==> src/rtl/mul_div_unit.sv <==
// rtl/mul_div_unit.sv - iterative 32-bit multiply/divide unit (shift-add / restoring divide)
// Divide datapath present only when MDU_DIV_EN is defined.
module mul_div_unit #(
    parameter int XLEN = 32
) (
    input  logic            clk,
    input  logic            rst_n,
    input  logic            start,
    input  logic [1:0]      op,
    input  logic [XLEN-1:0] a,
    input  logic [XLEN-1:0] b,
    output logic            busy,
    output logic            done,
    output logic [XLEN-1:0] hi,
    output logic [XLEN-1:0] lo,
    output logic            div_by_zero
);
    typedef enum logic [1:0] {IDLE, RUN, FIX, DONE} state_t;
    state_t state, state_nxt;

    logic [XLEN-1:0]   acc_hi, acc_lo, mcand;
    logic [5:0]        cnt;
    logic              neg_q;
    logic              accept, is_signed, a_neg, b_neg, bypass;
    logic [XLEN-1:0]   a_mag, b_mag;
    logic [XLEN:0]     mul_sum;
    logic [2*XLEN-1:0] prod;

    assign accept    = start && (state == IDLE || state == DONE);
    assign is_signed = ~op[0];
    assign a_neg     = is_signed & a[XLEN-1];
    assign b_neg     = is_signed & b[XLEN-1];
    assign a_mag     = a_neg ? -a : a;
    assign b_mag     = b_neg ? -b : b;
    assign mul_sum   = {1'b0, acc_hi} + (acc_lo[0] ? {1'b0, mcand} : '0);
    assign prod      = {acc_hi, acc_lo};

`ifdef MDU_DIV_EN
    logic            is_div, neg_r, b_zero;
    logic [XLEN-1:0] a_raw, div_sub;
    logic [XLEN:0]   div_shift;
    logic            div_fits;

    assign bypass    = 1'b0;
    assign div_shift = {acc_hi, acc_lo[XLEN-1]};
    assign div_fits  = div_shift >= {1'b0, mcand};
    // The remainder after a successful subtract is below the divisor, so it fits in XLEN bits.
    assign div_sub   = div_shift[XLEN-1:0] - mcand;
`else
    assign bypass    = op[1];
`endif

    always_ff @(posedge clk or negedge rst_n) begin
        if (!rst_n) state <= IDLE;
        else        state <= state_nxt;
    end

    always_comb begin
        state_nxt = state;
        case (state)
            IDLE, DONE: begin
                if (start) state_nxt = bypass ? DONE : RUN;
                else       state_nxt = IDLE;
            end
            RUN:     if (cnt == 6'd31) state_nxt = FIX;
            FIX:     state_nxt = DONE;
            default: state_nxt = IDLE;
        endcase
    end

    assign busy = (state == RUN) || (state == FIX);
    assign done = (state == DONE);

    always_ff @(posedge clk or negedge rst_n) begin
        if (!rst_n) begin
            acc_hi      <= '0;
            acc_lo      <= '0;
            mcand       <= '0;
            cnt         <= '0;
            neg_q       <= 1'b0;
            hi          <= '0;
            lo          <= '0;
            div_by_zero <= 1'b0;
`ifdef MDU_DIV_EN
            is_div      <= 1'b0;
            neg_r       <= 1'b0;
            b_zero      <= 1'b0;
            a_raw       <= '0;
`endif
        end else if (accept) begin
            acc_hi <= '0;
            acc_lo <= a_mag;
            mcand  <= b_mag;
            cnt    <= '0;
            neg_q  <= a_neg ^ b_neg;
`ifdef MDU_DIV_EN
            is_div <= op[1];
            neg_r  <= a_neg & op[1];
            b_zero <= (b == '0);
            a_raw  <= a;
`else
            if (op[1]) begin
                hi          <= '0;
                lo          <= '0;
                div_by_zero <= 1'b0;
            end
`endif
        end else if (state == RUN) begin
            cnt <= cnt + 6'd1;
`ifdef MDU_DIV_EN
            if (is_div) begin
                acc_hi <= div_fits ? div_sub : div_shift[XLEN-1:0];
                acc_lo <= {acc_lo[XLEN-2:0], div_fits};
            end else
`endif
            begin
                acc_hi <= mul_sum[XLEN:1];
                acc_lo <= {mul_sum[0], acc_lo[XLEN-1:1]};
            end
        end else if (state == FIX) begin
`ifdef MDU_DIV_EN
            if (is_div) begin
                if (b_zero) begin
                    lo          <= '1;
                    hi          <= a_raw;
                    div_by_zero <= 1'b1;
                end else begin
                    lo          <= neg_q ? -acc_lo : acc_lo;
                    hi          <= neg_r ? -acc_hi : acc_hi;
                    div_by_zero <= 1'b0;
                end
            end else
`endif
            begin
                {hi, lo}    <= neg_q ? -prod : prod;
                div_by_zero <= 1'b0;
            end
        end
    end
endmodule

==> config.mk <==
export PLATFORM = sky130hd
export DESIGN_NAME = mul_div_unit
export DESIGN_NICKNAME = d
export VERILOG_FILES = /design/src/rtl/mul_div_unit.sv
export SDC_FILE = /design/constraint.sdc
export NUM_CORES = 1
export LEC_CHECK = 0
export ABC_AREA = 0
export CORE_MARGIN = 10
export CORE_UTILIZATION = 58
export CTS_BUF_LIST = sky130_fd_sc_hd__clkbuf_2 sky130_fd_sc_hd__clkbuf_4 sky130_fd_sc_hd__clkbuf_8
export DETAILED_ROUTE_END_ITERATION = 12
export PLACE_DENSITY = 0.92
export SLEW_MARGIN = 20
export SYNTH_ARGS = -nofsm -noshare
export SYNTH_HDL_FRONTEND = slang
export SYNTH_SLANG_ARGS = --single-unit
==> constraint.sdc <==
create_clock -name clk -period 4 [get_ports clk]
set_clock_uncertainty 0.2 [all_clocks]
set_input_delay 0.8 -clock clk [delete_from_list [all_inputs] [get_ports clk]]
set_output_delay 0.8 -clock clk [all_outputs]
set_load 0.02 [all_outputs]
==> results of run 1 <==
-- power groups by stage --
| stage | Clock, W | Combinational, W | Sequential (W) |
|---|---|---|---|
| after floorplan | 0 | 0.00318 | 0.00320 |
| after global placement | 0 | 0.00467 | 0.00315 |
| after detailed placement | 0 | 0.00487 | 0.00320 |
| after CTS | 0.00111 | 0.00489 | 0.00317 |
| after global routing | 0.00119 | 0.00541 | 0.00329 |
| final | 0.00112 | 0.00489 | 0.00319 |
-- synth_stat cells, types with 4 or more instances --
cell,number,share of area
xnor2_1,51,0.041
nand2_1,183,0.063
o41ai_2,5,0.0074
nor2b_1,6,0.0034
o21ai_0,172,0.078
dfrtp_1,169,0.39
a211oi_1,7,0.0048
o21ai_1,9,0.0041
or4_1,6,0.0041
nor3_1,17,0.0078
o21bai_1,6,0.0041
nand3_1,17,0.0078
o31a_1,4,0.0032
and3_1,9,0.0051
buf_1,8,0.0027
a21o_1,10,0.0068
clkbuf_1,55,0.019
inv_1,24,0.0082
mux2i_1,54,0.049
nand3b_1,7,0.0048
a21oi_1,51,0.023
xor2_1,98,0.078
ha_1,39,0.044
nand2b_1,11,0.0063
and2_1,40,0.023
or3_1,8,0.0046
nor3b_1,6,0.0041
nor2_1,69,0.024
o31ai_1,30,0.021
o41ai_1,14,0.011
nand4_1,8,0.0046
a31oi_1,13,0.0074
nor4_1,12,0.0068
-- per-layer routing --
| metal | GRT usage | up-vias | wire length (um) |
|---|---|---|---|
| li1 | - | 4654 | - |
| met1 | 0.3023 | 4584 | 12360 |
| met2 | 0.3778 | 360 | 13590 |
| met3 | 0.03603 | 47 | 1890 |
| met4 | 0.08059 | 0 | 663 |
| met5 | 0 | - | 0 |
-- flip-flops by register name, summed over array words and instances, names as in the netlist --
register and cells:
acc_hi 32, acc_lo 32, cnt 6, hi 32, lo 32, mcand 32
neg_q 1, state 2
-- metrics by stage --
step	power [W]	hold slack [ns]	instance area (um2)	instances	setup slack, ns
2_1_floorplan	0.006382	0.2424	10970	1255	0.4597
5_1_grt	0.009893	0.2329	12910	1612	0.2806
3_5_place_dp	0.008066	0.2623	12560	1579	0.2082
3_3_place_gp	0.007817	0.2540	12560	1579	0.3375
4_1_cts	0.009176	0.1930	12910	1611	0.5072
6_report	0.009203	0.1740	12910	1612	0.4768
-- layout make-up --
class	instances	area [um2]
multi-input combinational	998	6439
clock buffer	19	255.2
sequential	169	4230
clock inverter	13	97.59
timing repair buffer	154	1505
inverter	24	90.09
antenna	1	2.502
fill	1411	5731
tap	234	292.8
-- placed cells by master, fill, tap and decap left out, types with 10 or more instances in the layout --
| cell type | synthesis | layout |
|---|---|---|
| clkdlybuf4s50_1 | 0 | 133 |
| xor2_1 | 98 | 98 |
| clkbuf_8 | 0 | 18 |
| o21ai_0 | 172 | 172 |
| inv_1 | 24 | 24 |
| mux2i_1 | 54 | 54 |
| a31oi_1 | 13 | 13 |
| nand2_1 | 183 | 182 |
| and2_1 | 40 | 39 |
| o41ai_1 | 14 | 14 |
| nor3_1 | 17 | 17 |
| dfrtp_1 | 169 | 168 |
| o31ai_1 | 30 | 30 |
| a21oi_1 | 51 | 50 |
| nor2_1 | 69 | 69 |
| xnor2_1 | 51 | 51 |
| nand2b_1 | 11 | 11 |
| nor4_1 | 12 | 12 |
| nand3_1 | 17 | 17 |
| a21o_1 | 10 | 10 |
| buf_4 | 1 | 19 |
| ha_1 | 39 | 38 |
-- worst min-delay path by stage --
| stage | to | slack, ns | cells past startpoint |
|---|---|---|---|
| final | hi[11] | 0.17 | 1 |
| after global routing | hi[11] | 0.23 | 1 |
| after CTS | acc_lo[12] | 0.19 | 1 |
| after detailed placement | mcand[25] | 0.26 | 2 |
| after global placement | mcand[13] | 0.25 | 2 |
| after floorplan | mcand[0] | 0.24 | 2 |
-- worst max-delay path: stages (launching register included) --
cell       delay [ns]
dfrtp_1          0.39
buf_4            0.19
and2_1           0.15
ha_1             0.33
nor2b_1          0.16
o2111ai_1        0.19
nand3b_1         0.20
a31o_2           0.33
a31o_2           0.28
a311oi_1         0.43
o31a_1           0.26
o21ai_0          0.10
a211oi_1         0.22
-- kinds of logic (layout without fill, tap and decap cells) --
group,Yosys count,after routing,synth area share
compound gates,342,342,0.1887
xor+xnor,149,149,0.1189
fa+ha+maj,40,40,0.04629
buf+inv,88,210,0.03044
flops,169,169,0.3854
mux,54,54,0.04925
other cells,1,2,0.0003417
simple gates,412,412,0.1807
==> run metrics, run 1 <==
initial core utilization 0.5887; power share of the sequential group 0.347; post-DP HPWL 21.42 mm; CTS Hold Buffers Added 0; row cnt 50; initial drt markers 768; Worst EP required 4.19 ns; CTS resizes 0; CP Launch Type register; routed len/inst 17.68 um; post-synth cell types 60; Die ar. 24820 um2; final period utilization 0.8808; worst hold path type input pin to asynchronous set/reset pin; clock-pin slew on the worst setup and hold paths 0.09 ns; GR Overflow Total 0; internal power 0.004884 W; # setup viols final 0; post-CTS setup repair buffer count 0; Num CTS Buffers 17; Skew-Pair Late Insertion Delay 0.49 ns; setup slack, reg-to-reg 0.48 ns; Switch Pwr 0.004319 W; yosys warns 0; Period minus WS final 3.523 ns; Slew Viols, Final 0; R2R depth 12; vias in the first global route 9396; residual antenna-violating net count after detailed routing 0; Max Clock Freq 283.8 MHz; routability cong. 0.9333; maximum vdd drop 0.3188 mV; power density cells 712.8 nW/um2; Clk pwr share 0.122; clk buf depth 2; # H-tree levels 4; routed wire length 28.50 mm; Die W 157.6 um; Die Ht 157.6 um; Seq cells post-synth 169; Mapped Cells 1255; Clock Tree Root clkbuf_8; Core Region 18640 um2; global-route wire length before repair 46.56 mm; post-synthesis average cell area 8.744 um2; Setup crit start acc_lo[0]; clk sinks 169; Slew headroom 0.2643; drt drc 0; Arr. time, crit path 3.71 ns; Sw Share 0.4693; critical path type register to register; num ports 136; critical path capture point type register; Util after Layout 0.6926; share of post-route cells with drive strength above 1 0.05810; IO buf count 134; initial antenna violation count 1; largest net degree at the start of global routing 90; Most used DFF post-synth dfrtp_1; Post-Synthesis Net Count 1364; Synth async-reset ratio 1.000; status completed; post-synthesis sequential area ratio 0.3854; worst-margin pin slew 1.104 ns; area grow syn2layout 17.66%; unrepaired setup endpoints after global routing no; Via density 5.983; Comb pwr share 0.532; via count 9645; CTS tree yes; max cap viols 0; TNS Setup 0 ns; Final Hold Viols 0; Nets 1473; GRT Total Usage 0.2302; Worst Setup EP acc_hi[29]; CP Max Fanout 17; P_leak 5.443 nW; Initial DRT Pass Iterations 5; number of flops mapped to enable cells by yosys 0; Worst R2R Start acc_lo[0]; reg-to-reg endpoint acc_hi[29]; Post-Syn Area 10970 um2
Note: power is estimated with default switching activity, not from simulation.
==> run 2: changes to the inputs <==
--- a/config.mk
+++ b/config.mk
@@ -6,11 +6,14 @@
 export NUM_CORES = 1
 export LEC_CHECK = 0
 export ABC_AREA = 0
+export CAP_MARGIN = 20
+export CELL_PAD_IN_SITES_DETAIL_PLACEMENT = 0
+export CELL_PAD_IN_SITES_GLOBAL_PLACEMENT = 2
 export CORE_MARGIN = 10
-export CORE_UTILIZATION = 58
+export CORE_UTILIZATION = 36
 export CTS_BUF_LIST = sky130_fd_sc_hd__clkbuf_2 sky130_fd_sc_hd__clkbuf_4 sky130_fd_sc_hd__clkbuf_8
 export DETAILED_ROUTE_END_ITERATION = 12
-export PLACE_DENSITY = 0.92
+export PLACE_DENSITY = 0.93
 export SLEW_MARGIN = 20
 export SYNTH_ARGS = -nofsm -noshare
 export SYNTH_HDL_FRONTEND = slang
==> run metrics, run 2 (synthesis results as in run 1) <==
Initial DRT Pass Iterations 5; Die W 194.6 um; Nets 1475; worst hold path type input pin to asynchronous set/reset pin; # setup viols final 0; maximum vdd drop 0.4308 mV; Num CTS Buffers 17; ant diodes 0; CTS tree yes; initial drt markers 558; most frequent cells in the layout 182 x nand2_1, 172 x o21ai_0, 168 x dfrtp_1; num ports 136; Period minus WS final 3.495 ns; TNS Setup 0 ns; Die ar. 37870 um2; routability cong. 0.9041; drt drc 0; critical path type register to register; Max Clock Freq 286.1 MHz; routed len/inst 16.78 um; FF/Latch Area 4230 um2; post-CTS setup repair buffer count 0; crit-path cells and2_1, ha_1, inv_1, fa_1, nor2b_1, o2111ai_1, nand3b_1, a31o_2, a31oi_1, o31a_1, o311ai_0, buf_4, nor3b_1, a211oi_1; Final Hold Viols 0; CTS Hold Buffers Added 0; share of post-route cells with drive strength above 1 0.05946; Filler cells 2977; routed wire length 29.68 mm; IO buf count 134; CTS resizes 0; row cnt 63; CP Launch Type register; post-DP HPWL 22.76 mm; max cap viols 0; GR Overflow Total 0; clock-pin slew on the worst setup and hold paths 0.11 ns; P_leak 5.492 nW; critical path capture point type register; Core Region 29870 um2; vias in the first global route 8936; Worst EP required 4.19 ns; largest net degree at the start of global routing 90; Via density 5.192; residual antenna-violating net count after detailed routing 0; area grow syn2layout 20.19%; GRT Total Usage 0.1545; via count 9184; unrepaired setup endpoints after global routing no; worst-margin pin slew 0.8307 ns; area of the multi-input gates 6439 um2; Die Ht 194.6 um; slowest stage cell, crit path dfrtp_1; Clock Tree Root clkbuf_8; Slew headroom 0.4462; CP Max Fanout 6; Arr. time, crit path 3.68 ns; Util after Layout 0.4415; initial antenna violation count 1; final period utilization 0.8738; clk buf depth 2; initial core utilization 0.3673; Skew-Pair Late Insertion Delay 0.47 ns; power density cells 705.0 nW/um2; Slew Viols, Final 0; global-route wire length before repair 48.62 mm; # H-tree levels 4; status completed; clk sinks 169; commonest non-fill, non-tap cell in the layout nand2_1; max incr delay on CP 0.50 ns
run 2: cell types whose count changed in the layout (fill, tap and decap cells not counted), moves of 2 or more:
cell | previous run | this run
clkinvlp_4 | 4 | 1
inv_6 | 2 | 5
bufinv_16 | 0 | 2
clkinv_2 | 3 | 1
run 2: power breakdown:
group	leakage, nW	internal [W]	switching, W	total, W
clock	0.207	0.000588	0.000686	0.00127
sequential	2.17	0.00242	0.000760	0.00318
combinational	3.11	0.00200	0.00284	0.00485
total	5.49	0.00501	0.00429	0.00930
run 2: final timing paths:
path	startpoint	slack, ns	end	cells after the start
max	acc_lo[0]	0.50	acc_hi[27]	14
min	rst_n	0.11	mcand[29]	1
max reg2reg	acc_lo[0]	0.50	acc_hi[27]	14
min reg2reg	lo[19]	0.28	lo[19]	2
max in group asynchronous	rst_n	2.60	hi[16]	2
min in group clk	lo[19]	0.28	lo[19]	2
run 2: critical path, delay by kind of cell (launching register included):
family | cells | cell delay [ns]
AO/OA/AOI/OAI | 6 | 1.36
adder cells (fa/ha/maj) | 2 | 0.56
buffers and inverters | 2 | 0.24
AND/OR/NAND/NOR | 4 | 0.54
flip-flops | 1 | 0.50
run 2: layer usage:
layer / vias up / track usage / wire, um
li1: 4651 / - / -
met4: 0 / 0.03748 / 301
met3: 19 / 0.02392 / 1037
met2: 165 / 0.2411 / 13550
met5: - / 0 / 0
met1: 4349 / 0.2181 / 14790
run 2: cell type report:
| class | instances | area share |
|---|---|---|
| repair buffers | 156 | 0.1162 |
| clock buffers | 18 | 0.01878 |
| inverters | 24 | 0.006830 |
| well taps | 390 | 0.03699 |
| clock inverters | 14 | 0.01233 |
| multi-input cells | 998 | 0.4881 |
| flip-flops and latches | 169 | 0.3207 |
run 2: through the flow:
| stage | std cells | cell area [um2] | hold WS, ns | setup slack [ns] | power [W] |
|---|---|---|---|---|---|
| after floorplan | 1255 | 10970 | 0.2424 | 0.4597 | 0.006382 |
| after CTS | 1769 | 13190 | 0.1196 | 0.5015 | 0.009411 |
| after global routing | 1769 | 13190 | 0.1325 | 0.2293 | 0.01013 |
| after global placement | 1737 | 12780 | 0.2571 | 0.2875 | 0.008034 |
| after detailed placement | 1737 | 12780 | 0.2693 | 0.2296 | 0.008118 |
| final | 1769 | 13190 | 0.1108 | 0.5046 | 0.009300 |
==> run 3: changes to the inputs <==
--- a/config.mk
+++ b/config.mk
@@ -13,6 +13,7 @@
 export CORE_UTILIZATION = 36
 export CTS_BUF_LIST = sky130_fd_sc_hd__clkbuf_2 sky130_fd_sc_hd__clkbuf_4 sky130_fd_sc_hd__clkbuf_8
 export DETAILED_ROUTE_END_ITERATION = 12
+export HOLD_SLACK_MARGIN = 0.1
 export PLACE_DENSITY = 0.93
 export SLEW_MARGIN = 20
 export SYNTH_ARGS = -nofsm -noshare
==> constraint.sdc (replaced) <==
create_clock -name clk -period 4 [get_ports clk]
set_clock_uncertainty 0.2 [all_clocks]
set_input_delay 1 -clock clk [delete_from_list [all_inputs] [get_ports clk]]
set_output_delay 1 -clock clk [all_outputs]
set_load 0.02 [all_outputs]
==> run metrics, run 3 (synthesis results as in run 1) <==
status completed; R2R depth 13; hold endpoint mcand[26]; via count 9292; commonest non-fill, non-tap cell in the layout nand2_1; fin cells 1773; routed wire length 29.93 mm; clk sinks 169; power consumption 0.009342 W; critical path capture point type register; CTS Hold Buffers Added 0; reg-to-reg endpoint acc_hi[27]; initial antenna violation count 2; clock-pin slew on the worst setup and hold paths 0.10 ns; vias in the first global route 9121; Filler cells 2989; Die ar. 37870 um2; CP Launch Type register; power density cells 706.3 nW/um2; area of the multi-input gates 6439 um2; Max Clock Freq 279.1 MHz; Worst EP required 4.19 ns; Design Area, Final 13230 um2; Skew-Pair Late Insertion Delay 0.48 ns; area grow syn2layout 20.52%; setup slack, reg-to-reg 0.42 ns; Die Ht 194.6 um; Cell Area, Placed 12810 um2; TNS Setup 0 ns; Arr. time, crit path 3.77 ns; Slew headroom 0.4248; Nets 1478; initial core utilization 0.3673; worst hold path type register to register; drt drc 0; CTS resizes 0; routability cong. 0.8938; routed len/inst 16.88 um; num ports 136; hold path startpoint mcand[26]; clk buf depth 2; global-route wire length before repair 49.38 mm; post-DP HPWL 22.69 mm; maximum vdd drop 0.3825 mV; max incr delay on CP 0.49 ns; initial drt markers 526; dpl cells 1740; largest net degree at the start of global routing 90; GRT Total Usage 0.1562; Core Region 29870 um2; Num CTS Buffers 17; # setup viols final 0; post-CTS setup repair buffer count 0; Final Hold Viols 0; crit-path cells buf_12, nand2_1, fa_1, nor2b_1, o2111ai_1, nand3b_1, a31o_2, a31oi_1, o31a_1, o311ai_0, buf_4, nor3b_1, a211oi_1; slowest stage cell, crit path dfrtp_1; unrepaired setup endpoints after global routing no; row cnt 63; Worst R2R Start acc_lo[0]; final period utilization 0.8956; residual antenna-violating net count after detailed routing 0; critical path type register to register; IO buf count 134; Period minus WS final 3.582 ns; hold slack 0.2805 ns; share of post-route cells with drive strength above 1 0.06151; Slew Viols, Final 0; CP Max Fanout 31; worst-margin pin slew 0.8628 ns; max cap viols 0; Via density 5.241; Clock Tree Root clkbuf_8; Initial DRT Pass Iterations 5; # H-tree levels 4; Die W 194.6 um; CTS tree yes; P_leak 5.510 nW; hold depth 2; GR Overflow Total 0; FF/Latch Area 4230 um2; most frequent cells in the layout 182 x nand2_1, 172 x o21ai_0, 168 x dfrtp_1
## run 3: changes by cell type in the layout (fill, tap and decap cells not counted), sizes merged
cell / before / now
buf: 23 / 26
clkinv: 5 / 4
clkinvlp: 1 / 2
diode: 0 / 1
## run 3: critical path, delay by kind of cell, from the launching register on
family | cells | cell delay [ns]
compound gates | 6 | 1.43
simple gates | 4 | 0.52
flops | 1 | 0.49
fa+ha+maj | 1 | 0.46
buf+inv | 2 | 0.39
## run 3: where the power goes
part | internal (W) | switching [W]
sequential | 0.00242 | 0.000744
clock | 0.000587 | 0.000700
combinational | 0.00201 | 0.00288
total | 0.00502 | 0.00433
## run 3: area by class of cell
| type | count | area share |
|---|---|---|
| repair buffers | 159 | 0.1185 |
| well taps | 390 | 0.03689 |
| inverters | 24 | 0.006811 |
| flip-flops and latches | 169 | 0.3198 |
| diodes | 1 | 0.0001892 |
| clock inverters | 14 | 0.01220 |
| multi-input cells | 998 | 0.4868 |
| clock buffers | 18 | 0.01873 |
## run 3: worst max-delay path by stage
stage | start | endpoint
floorplan | acc_lo[0] | acc_hi[27]
global placement | b[16] | mcand[28]
detailed placement | b[16] | mcand[29]
CTS | acc_lo[0] | acc_hi[27]
global route | acc_lo[0] | acc_hi[27]
finish | acc_lo[0] | acc_hi[27]
## run 3: per-stage QoR
| step | worst slack (ns) | util |
|---|---|---|
| floorplan | 0.4597 | - |
| global placement | 0.1349 | 0.4289 |
| detailed placement | 0.1161 | 0.4289 |
| CTS | 0.4256 | 0.4426 |
| global route | 0.2402 | 0.4427 |
| finish | 0.4176 | 0.4427 |
## run 3: per-layer routing
metal  vias up  GRT usage  routed length [um]
li1       4667          -                   -
met1      4405     0.2166               14780
met2       198     0.2463               13370
met3        22    0.02461                1338
met4         0    0.04145                 445
met5         -          0                   0
